**src/rtl/branch_pc_unit.sv**
```systemverilog
// branch_pc_unit: architectural PC register and branch resolver.
// Resolves B, CBZ/CBNZ and B.cond and redirects fetch one edge later.
// Also provides a one-cycle flush pulse, a sticky misaligned-target flag
// and saturating branch/taken counters.
module branch_pc_unit #(
    parameter int              XLEN     = 64,
    parameter int              SHIFT    = 2,
    parameter int              INC      = 4,
    parameter int              ALIGN    = 2,
    parameter logic [XLEN-1:0] RESET_PC = '0,
    parameter int              CNT_W    = 32
) (
    input  logic             clk,
    input  logic             rst_n,
    input  logic             stall,
    input  logic             br_valid,
    input  logic [2:0]       br_type,
    input  logic [3:0]       br_cond,
    input  logic [3:0]       flags,
    input  logic [XLEN-1:0]  cmp_val,
    input  logic [XLEN-1:0]  pc_cur,
    input  logic [XLEN-1:0]  se_off,
    output logic [XLEN-1:0]  pc,
    output logic             flush,
    output logic             misalign_err,
    output logic [CNT_W-1:0] br_count,
    output logic [CNT_W-1:0] taken_count
);

    typedef enum logic [2:0] {
        BR_NONE = 3'd0,
        BR_B    = 3'd1,
        BR_CBZ  = 3'd2,
        BR_CBNZ = 3'd3,
        BR_COND = 3'd4
    } br_type_e;

    // Low-bit mask that a legal target must leave clear (zero when ALIGN=0).
    localparam logic [XLEN-1:0] ALIGN_MASK = (XLEN'(1) << ALIGN) - XLEN'(1);
    localparam logic [XLEN-1:0] PC_INC     = XLEN'(INC);
    localparam logic [CNT_W-1:0] CNT_MAX   = '1;

    logic            flag_n, flag_z, flag_c, flag_v;
    logic            cond_hit;
    logic            eval;
    logic            taken;
    logic [XLEN-1:0] off_sh;
    logic [XLEN-1:0] tgt;
    logic            tgt_bad;
    logic            redirect;
    logic            misalign_hit;

    assign {flag_n, flag_z, flag_c, flag_v} = flags;

    // Condition-code evaluation for B.cond against the current NZCV flags.
    always_comb begin
        cond_hit = 1'b0;
        case (br_cond)
            4'd0:    cond_hit = flag_z;
            4'd1:    cond_hit = !flag_z;
            4'd2:    cond_hit = flag_c;
            4'd3:    cond_hit = !flag_c;
            4'd4:    cond_hit = flag_n;
            4'd5:    cond_hit = !flag_n;
            4'd6:    cond_hit = flag_v;
            4'd7:    cond_hit = !flag_v;
            4'd8:    cond_hit = flag_c && !flag_z;
            4'd9:    cond_hit = !(flag_c && !flag_z);
            4'd10:   cond_hit = (flag_n == flag_v);
            4'd11:   cond_hit = (flag_n != flag_v);
            4'd12:   cond_hit = !flag_z && (flag_n == flag_v);
            4'd13:   cond_hit = !(!flag_z && (flag_n == flag_v));
            default: cond_hit = 1'b1;
        endcase
    end

    // Branch-type decode: which slots are real branches and whether they go.
    always_comb begin
        eval  = 1'b0;
        taken = 1'b0;
        case (br_type)
            BR_B: begin
                eval  = 1'b1;
                taken = 1'b1;
            end
            BR_CBZ: begin
                eval  = 1'b1;
                taken = (cmp_val == '0);
            end
            BR_CBNZ: begin
                eval  = 1'b1;
                taken = (cmp_val != '0);
            end
            BR_COND: begin
                eval  = 1'b1;
                taken = cond_hit;
            end
            default: begin
                eval  = 1'b0;
                taken = 1'b0;
            end
        endcase
        // A stalled or empty slot is neither resolved nor counted.
        eval  = eval && br_valid && !stall;
        taken = taken && eval;
    end

    // Target wraps modulo 2^XLEN; bits shifted past the top are dropped.
    assign off_sh       = se_off << SHIFT;
    assign tgt          = pc_cur + off_sh;
    assign tgt_bad      = |(tgt & ALIGN_MASK);
    assign redirect     = taken && !tgt_bad;
    assign misalign_hit = taken && tgt_bad;

    // Fetch PC and flush pulse: hold on stall, redirect on a good taken branch.
    always_ff @(posedge clk or negedge rst_n) begin
        if (!rst_n) begin
            pc    <= RESET_PC;
            flush <= 1'b0;
        end else if (stall) begin
            flush <= 1'b0;
        end else if (redirect) begin
            pc    <= tgt;
            flush <= 1'b1;
        end else begin
            pc    <= pc + PC_INC;
            flush <= 1'b0;
        end
    end

    // Sticky misaligned-target flag, cleared only by reset.
    always_ff @(posedge clk or negedge rst_n) begin
        if (!rst_n) begin
            misalign_err <= 1'b0;
        end else if (misalign_hit) begin
            misalign_err <= 1'b1;
        end
    end

    // Saturating counters: every resolved branch, and redirects only.
    always_ff @(posedge clk or negedge rst_n) begin
        if (!rst_n) begin
            br_count    <= '0;
            taken_count <= '0;
        end else begin
            if (eval && br_count != CNT_MAX) begin
                br_count <= br_count + CNT_W'(1);
            end
            if (redirect && taken_count != CNT_MAX) begin
                taken_count <= taken_count + CNT_W'(1);
            end
        end
    end

endmodule

```
**config.mk**
```make
export PLATFORM = sky130hd
export DESIGN_NAME = branch_pc_unit
export DESIGN_NICKNAME = d
export VERILOG_FILES = /design/src/rtl/branch_pc_unit.sv
export SDC_FILE = /design/constraint.sdc
export NUM_CORES = 1
export LEC_CHECK = 0
export ABC_AREA = 1
export ABC_CLOCK_PERIOD_IN_PS = 3200
export CAP_MARGIN = 20
export CORE_AREA = 2 2 196 198
export CTS_BUF_LIST = sky130_fd_sc_hd__clkbuf_4 sky130_fd_sc_hd__clkbuf_8
export CTS_CLUSTER_SIZE = 30
export DETAILED_ROUTE_END_ITERATION = 8
export DIE_AREA = 0 0 198 200
export PLACE_DENSITY_LB_ADDON = 0.1
export SKIP_LAST_GASP = 1
export SYNTH_ARGS = -nofsm -noshare
export SYNTH_HDL_FRONTEND = slang
export SYNTH_SLANG_ARGS = --single-unit
```
**constraint.sdc**
```tcl
create_clock -name clk -period 3.2 [get_ports clk]
set_input_delay 0.64 -clock clk [delete_from_list [all_inputs] [get_ports clk]]
set_output_delay 0.64 -clock clk [all_outputs]
set_load 0.02 [all_outputs]
```
### Word-level counts from Yosys, hierarchy flattened

Cells that the tools add are included.

| storage, ports and cells | value |
|---|---|
| register bits after elaboration | 130 |
| input bits | 207 |
| output and inout bits | 130 |
| logic and storage cells | 58 |

| cells by class | value |
|---|---|
| add/subtract/negate cells | 4 |
| multiplexer cells | 6 |
| equality and inequality tests | 21 |
| reductions and logical operators | 22 |

Operator list:

| cell | number |
|---|---|
| $add 32x1->32 const B | 2 |
| $add 64x3->64 const B | 1 |
| $add 64x64->64 | 1 |
| $logic_not 64->1 | 1 |
| $mux 64 | 1 |
| $ne 32x32->1 const B | 2 |
| $reduce_bool 64->1 | 1 |
| $eq 4x4->1 const B | 6 |
| $eq 4x3->1 const B | 4 |
| $pmux 1 s14 | 1 |
| $logic_and 1x1->1 | 9 |
| $eq 4x2->1 const B | 2 |
| $logic_not 1->1 | 8 |
| $eq 3x2->1 const B | 2 |
| $eq 4x1->1 const B | 1 |
| $logic_not 4->1 | 1 |
| $pmux 1 s4 | 1 |
| $reduce_or 4->1 | 1 |
| $eq 3x1->1 const B | 1 |
| $eq 3x3->1 const B | 1 |
| $mux 1 | 3 |
| $reduce_or 2->1 | 1 |
| $eq 1x1->1 | 1 |
| $ne 1x1->1 | 1 |

### Longest topological paths before layout

| logic depth | value |
|---|---|
| depth after elaboration | 9 |
| depth in mapped cells | 18 |
| gate-level depth less buffers | 18 |

### Least setup slack after synthesis

No wires, ideal clock.

| timing | value |
|---|---|
| kind | input -> register |
| start | in pc_cur[2] |
| end | reg pc[62] |
| setup time | 0.117 ns |
| cell stages on the path | 16 |
| arrival | 2.349 ns |
| data required time | 3.083 ns |
| buffers on the path | 0 |
| path slack | 0.734 ns |
| cells stage by stage | ha_1 fa_1 nand3_1 nand3_1 nand2_1 nand2_1 nand2_1 nand2_1 nand2_1 nand2_1 nand2_1 nand3_1 nand2_1 nor2_1 nor2_1 nor2_1 |

| between the ends | value |
|---|---|
| cells in the longest elaborated chain, start to end | 2 |

Ends and longest elaborated chain:

| what | line | RTL |
|---|---|---|
| start: declaration | 21 | `input logic [XLEN-1:0] pc_cur,` |
| $add 64x64->64 | 110 | `assign tgt = pc_cur + off_sh;` |
| $mux 64 | 122 | `end else if (redirect) begin` |
| end signal: assignment | 123 | `pc <= tgt;` |
| end signal: assignment | 126 | `pc <= pc + PC_INC;` |
| end: declaration | 23 | `output logic [XLEN-1:0] pc,` |

No other way between the ends.
A chain may end at the register's enable or synchronous reset.

### Worst setup path in the final report

| timing | value |
|---|---|
| start | in pc_cur[2] |
| end | reg pc[32] |

Same word-level chain as after synthesis.

==> metrics.md <==
| Metric | Value |
|---|---|
| Run status | `finished, final reports clean` |
| Final wirelength | `59.1 mm` |
| Input/output buffers | `334` |
| Setup repair after global routing missed its margin | `no` |
| Transition time at the pin with the least slew margin | `671 ps` |
| Leading post-synthesis cells by cell area | `sky130_fd_sc_hd__nand2_1, sky130_fd_sc_hd__dfrtp_1, sky130_fd_sc_hd__inv_1` |
| GR Util All Layers | `0.301` |
| Critical Path Start Type | `input pin` |
| Total number of nets in the final design | `3346` |
| Remaining global-route overflow | `0` |
| Number of search-and-repair iterations in the first detailed-routing pass | `5` |
| Vias | `17784` |
| Placement-stage cell area | `0.0194 sq mm` |
| Classification of the worst-slack hold path | `in2async` |
| Placed wire-length estimate after detailed placement | `50.6 mm` |
| Cell leakage power | `10.3 nW` |
| Core Area | `0.0374 sq mm` |
| Layout-stage area growth over the synthesis result | `33.3%` |
| Residual DRC count | `0` |
| Clock latency of the later-clocked register in the worst-skew pair | `around 480 ps` |
| Hold_buf cts | `0` |
| Highest ir drop seen on vdd | `199 uV` |
| Total CTS buffers | `17` |
| Combined area of all synthesized cells | `0.0149 sq mm` |
| Routability-driven placement congestion ratio | `between 1 and 1.5` |
| Maximum number of pins on one net before global-route repair | `78` |
| Data required time of the worst path | `around 3600 ps` |
| Number of inserted diodes | `0` |
| Fraction of post-synthesis cell area in the top cell type by area | `0.285` |
| Final hold violation count | `0` |
| Max Transition Viols Final | `0` |
| Post-layout minimum cycle time | `2740 ps` |
| Post-synthesis area per instance | `5.60 sq um` |
| Depth of the CTS H-tree | `4` |
| Crit share post-route | `0.855` |
| Average wire length per cell after detail routing | `16.4 um` |
| Clock Sink Count | `130` |
| Row cnt | `71` |
| Share of cells above drive strength 1 | `0.0486` |
| Max-cap violations | `0` |
| Buffer type at the clock tree root | `sky130_fd_sc_hd__clkbuf_8` |
| Critical Path Fanout Max | `4` |
| Iteration-0 DRC count of the detailed router | `1215` |
| Total of cells resized after clock tree synthesis | `0` |
| Capturing element type of the critical path | `register` |
| Cell taking the most area after synthesis | `sky130_fd_sc_hd__nand2_1` |
| Initial cell density of the core | `0.398` |
| Num ports | `337` |
| Pre-CTS setup slack | `-41.2 ps` |
| Count of final setup violators | `0` |
| CTS tree | `yes` |
| Hold slack final | `around 120 ps` |
| Fmax | `366 MHz` |
| Ratio of routed vias to standard cells | `4.94` |
| Setup WS post-layout | `464 ps` |
| Slack of the worst reg-to-reg path | `830 ps` |
| Synth Instances | `2662` |
| Layout Cell Area excl Fill | `0.0199 sq mm` |
| Unique cell type count in the Yosys netlist | `37` |
| Post-route antenna net violation count | `0` |
| Worst slew margin | `0.552` |
| Syn nets | `2934` |
| Die outline width | `198 um` |
| Yosys synthesis warning count | `0` |
| Wire length of the first global-routing pass | `92.2 mm` |
| Data arrival at the endpoint of the critical path | `around 3200 ps` |
| Initial antenna violation count | `1` |
| Number of storage elements in the synthesis netlist | `130` |
| Power density cells | `about 330 mW/mm^2` |
| Number of buffers on the longest clock path | `2` |
| Share of the yosys chip area belonging to registers | `0.218` |
| Clock Pin Slew Worst Setup and Hold Paths | `90 ps` |
| Critical Setup Path Class | `in2reg` |
| Via count of the first global-routing pass | `17060` |
| Number of post-CTS setup repair buffers | `0` |
| Die area | `0.0396 sq mm` |
| Final setup skew | `17.5 ps` |
| Die outline height | `200 um` |
## final timing paths
check | startpoint | end | cells after the start
setup / recovery | pc_cur[2] | pc[32] | 14
hold / removal | rst_n | br_count[11] | 1
setup reg to reg | pc[2] | pc[36] | 12
hold reg to reg | pc[1] | pc[1] | 2
max in group asynchronous | rst_n | pc[58] | 2
min in group clk | pc[1] | pc[1] | 2
## layout make-up
| class | instances | area [sq um] |
|---|---|---|
| clock buffer | 19 | 255 |
| timing repair buffer | 429 | 4090 |
| tap | 511 | 639 |
| multi-input combinational | 2114 | 10000 |
| clock inverter | 13 | 160 |
| sequential | 130 | 3250 |
| inverter | 382 | 1430 |
| fill | 3992 | 17500 |
## critical path: stages
cell and delay, ps:
sky130_fd_sc_hd__clkdlybuf4s50_1 410, sky130_fd_sc_hd__ha_1 300, sky130_fd_sc_hd__fa_1 420, sky130_fd_sc_hd__nand3_1 90, sky130_fd_sc_hd__nand3_1 140, sky130_fd_sc_hd__nand2_1 100
sky130_fd_sc_hd__nand2_1 120, sky130_fd_sc_hd__nand2_1 90, sky130_fd_sc_hd__nand3_1 200, sky130_fd_sc_hd__nand2_1 120, sky130_fd_sc_hd__nand2_1 60, sky130_fd_sc_hd__xor2_1 250
sky130_fd_sc_hd__nor2_1 80, sky130_fd_sc_hd__o21ai_1 130
## cells by family (layout without fill, tap and decap cells)
family                   Yosys count  count (layout)  share of synthesized area
adder cells (fa/ha/maj)           65              65                     0.0551
XOR/XNOR                         150             150                     0.0882
AO/OA/AOI/OAI                    129             129                     0.0464
flip-flops                       130             130                      0.218
buffers and inverters            418             843                      0.109
AND/OR/NAND/NOR                 1770            1770                      0.483
## report_power, final
| part | internal (mW) | leakage (nW) | switching (mW) |
|---|---|---|---|
| logic | 1.23 | 8.35 | 1.60 |
| registers | 1.83 | 1.71 | 0.345 |
| clock network | 0.798 | 0.209 | 0.724 |
## routing by layer
| layer | up-vias | global-route usage | part of all wire |
|---|---|---|---|
| li1 | 9057 | - | - |
| met2 | 543 | 0.532 | 0.48 |
| met1 | 8096 | 0.386 | 0.44 |
| met5 | - | 0 | 0 |
| met3 | 88 | 0.0249 | 0.051 |
| met4 | 0 | 0.106 | 0.032 |
## placed cells by master, fill, tap and decap left out, types with 4 or more instances in the layout
master	netlist	routed
sky130_fd_sc_hd__nor2_1	328	328
sky130_fd_sc_hd__nand4_1	60	60
sky130_fd_sc_hd__nand3b_1	10	10
sky130_fd_sc_hd__ha_1	64	64
sky130_fd_sc_hd__nor3_1	72	72
sky130_fd_sc_hd__o21ai_0	36	36
sky130_fd_sc_hd__o21bai_1	8	8
sky130_fd_sc_hd__buf_4	4	92
sky130_fd_sc_hd__a21oi_1	63	63
sky130_fd_sc_hd__nand3_1	130	130
sky130_fd_sc_hd__clkinv_2	0	4
sky130_fd_sc_hd__xor2_1	83	83
sky130_fd_sc_hd__o21ai_1	14	14
sky130_fd_sc_hd__or2_2	5	5
sky130_fd_sc_hd__xnor2_1	67	67
sky130_fd_sc_hd__dfrtp_1	130	130
sky130_fd_sc_hd__nand2_1	1133	1133
sky130_fd_sc_hd__inv_2	3	4
sky130_fd_sc_hd__clkdlybuf4s50_1	0	332
sky130_fd_sc_hd__nor4_1	18	18
sky130_fd_sc_hd__clkbuf_8	0	18
sky130_fd_sc_hd__inv_1	379	378
## cell usage after synthesis (all sizes together)
cell and number:
nand2 1135, and3 2, or2 5, o21a 2, a21oi 63, buf 22
dfrtp 130, inv 382, nor4 18, nor2 331, nand3 132, nor3b 1
clkbuf 14, fa 1, nand3b 10, nand4 60, o21bai 8, and2 2
o211a 1, o21ai 53, a21boi 1, ha 64, xnor2 67, o211ai 1
xor2 83, nor3 74
## state kept, by name, summed over array words and instances, names as in the netlist
signal        cells
flush             1
taken_count      32
br_count         32
pc               64
misalign_err      1
## metrics by stage
stage / utilization / TNS (ps) / power [mW] / std cells
floorplan: - / 0 / 3.62 / 2662
global placement: 0.520 / -14.3 / 4.98 / 3566
detailed placement: 0.520 / -68.9 / 5.01 / 3566
CTS: 0.531 / 0 / 6.54 / 3598
global route: 0.531 / 0 / 6.94 / 3598
finish: 0.531 / 0 / 6.53 / 3598
Power figures use the tool's default switching activity.
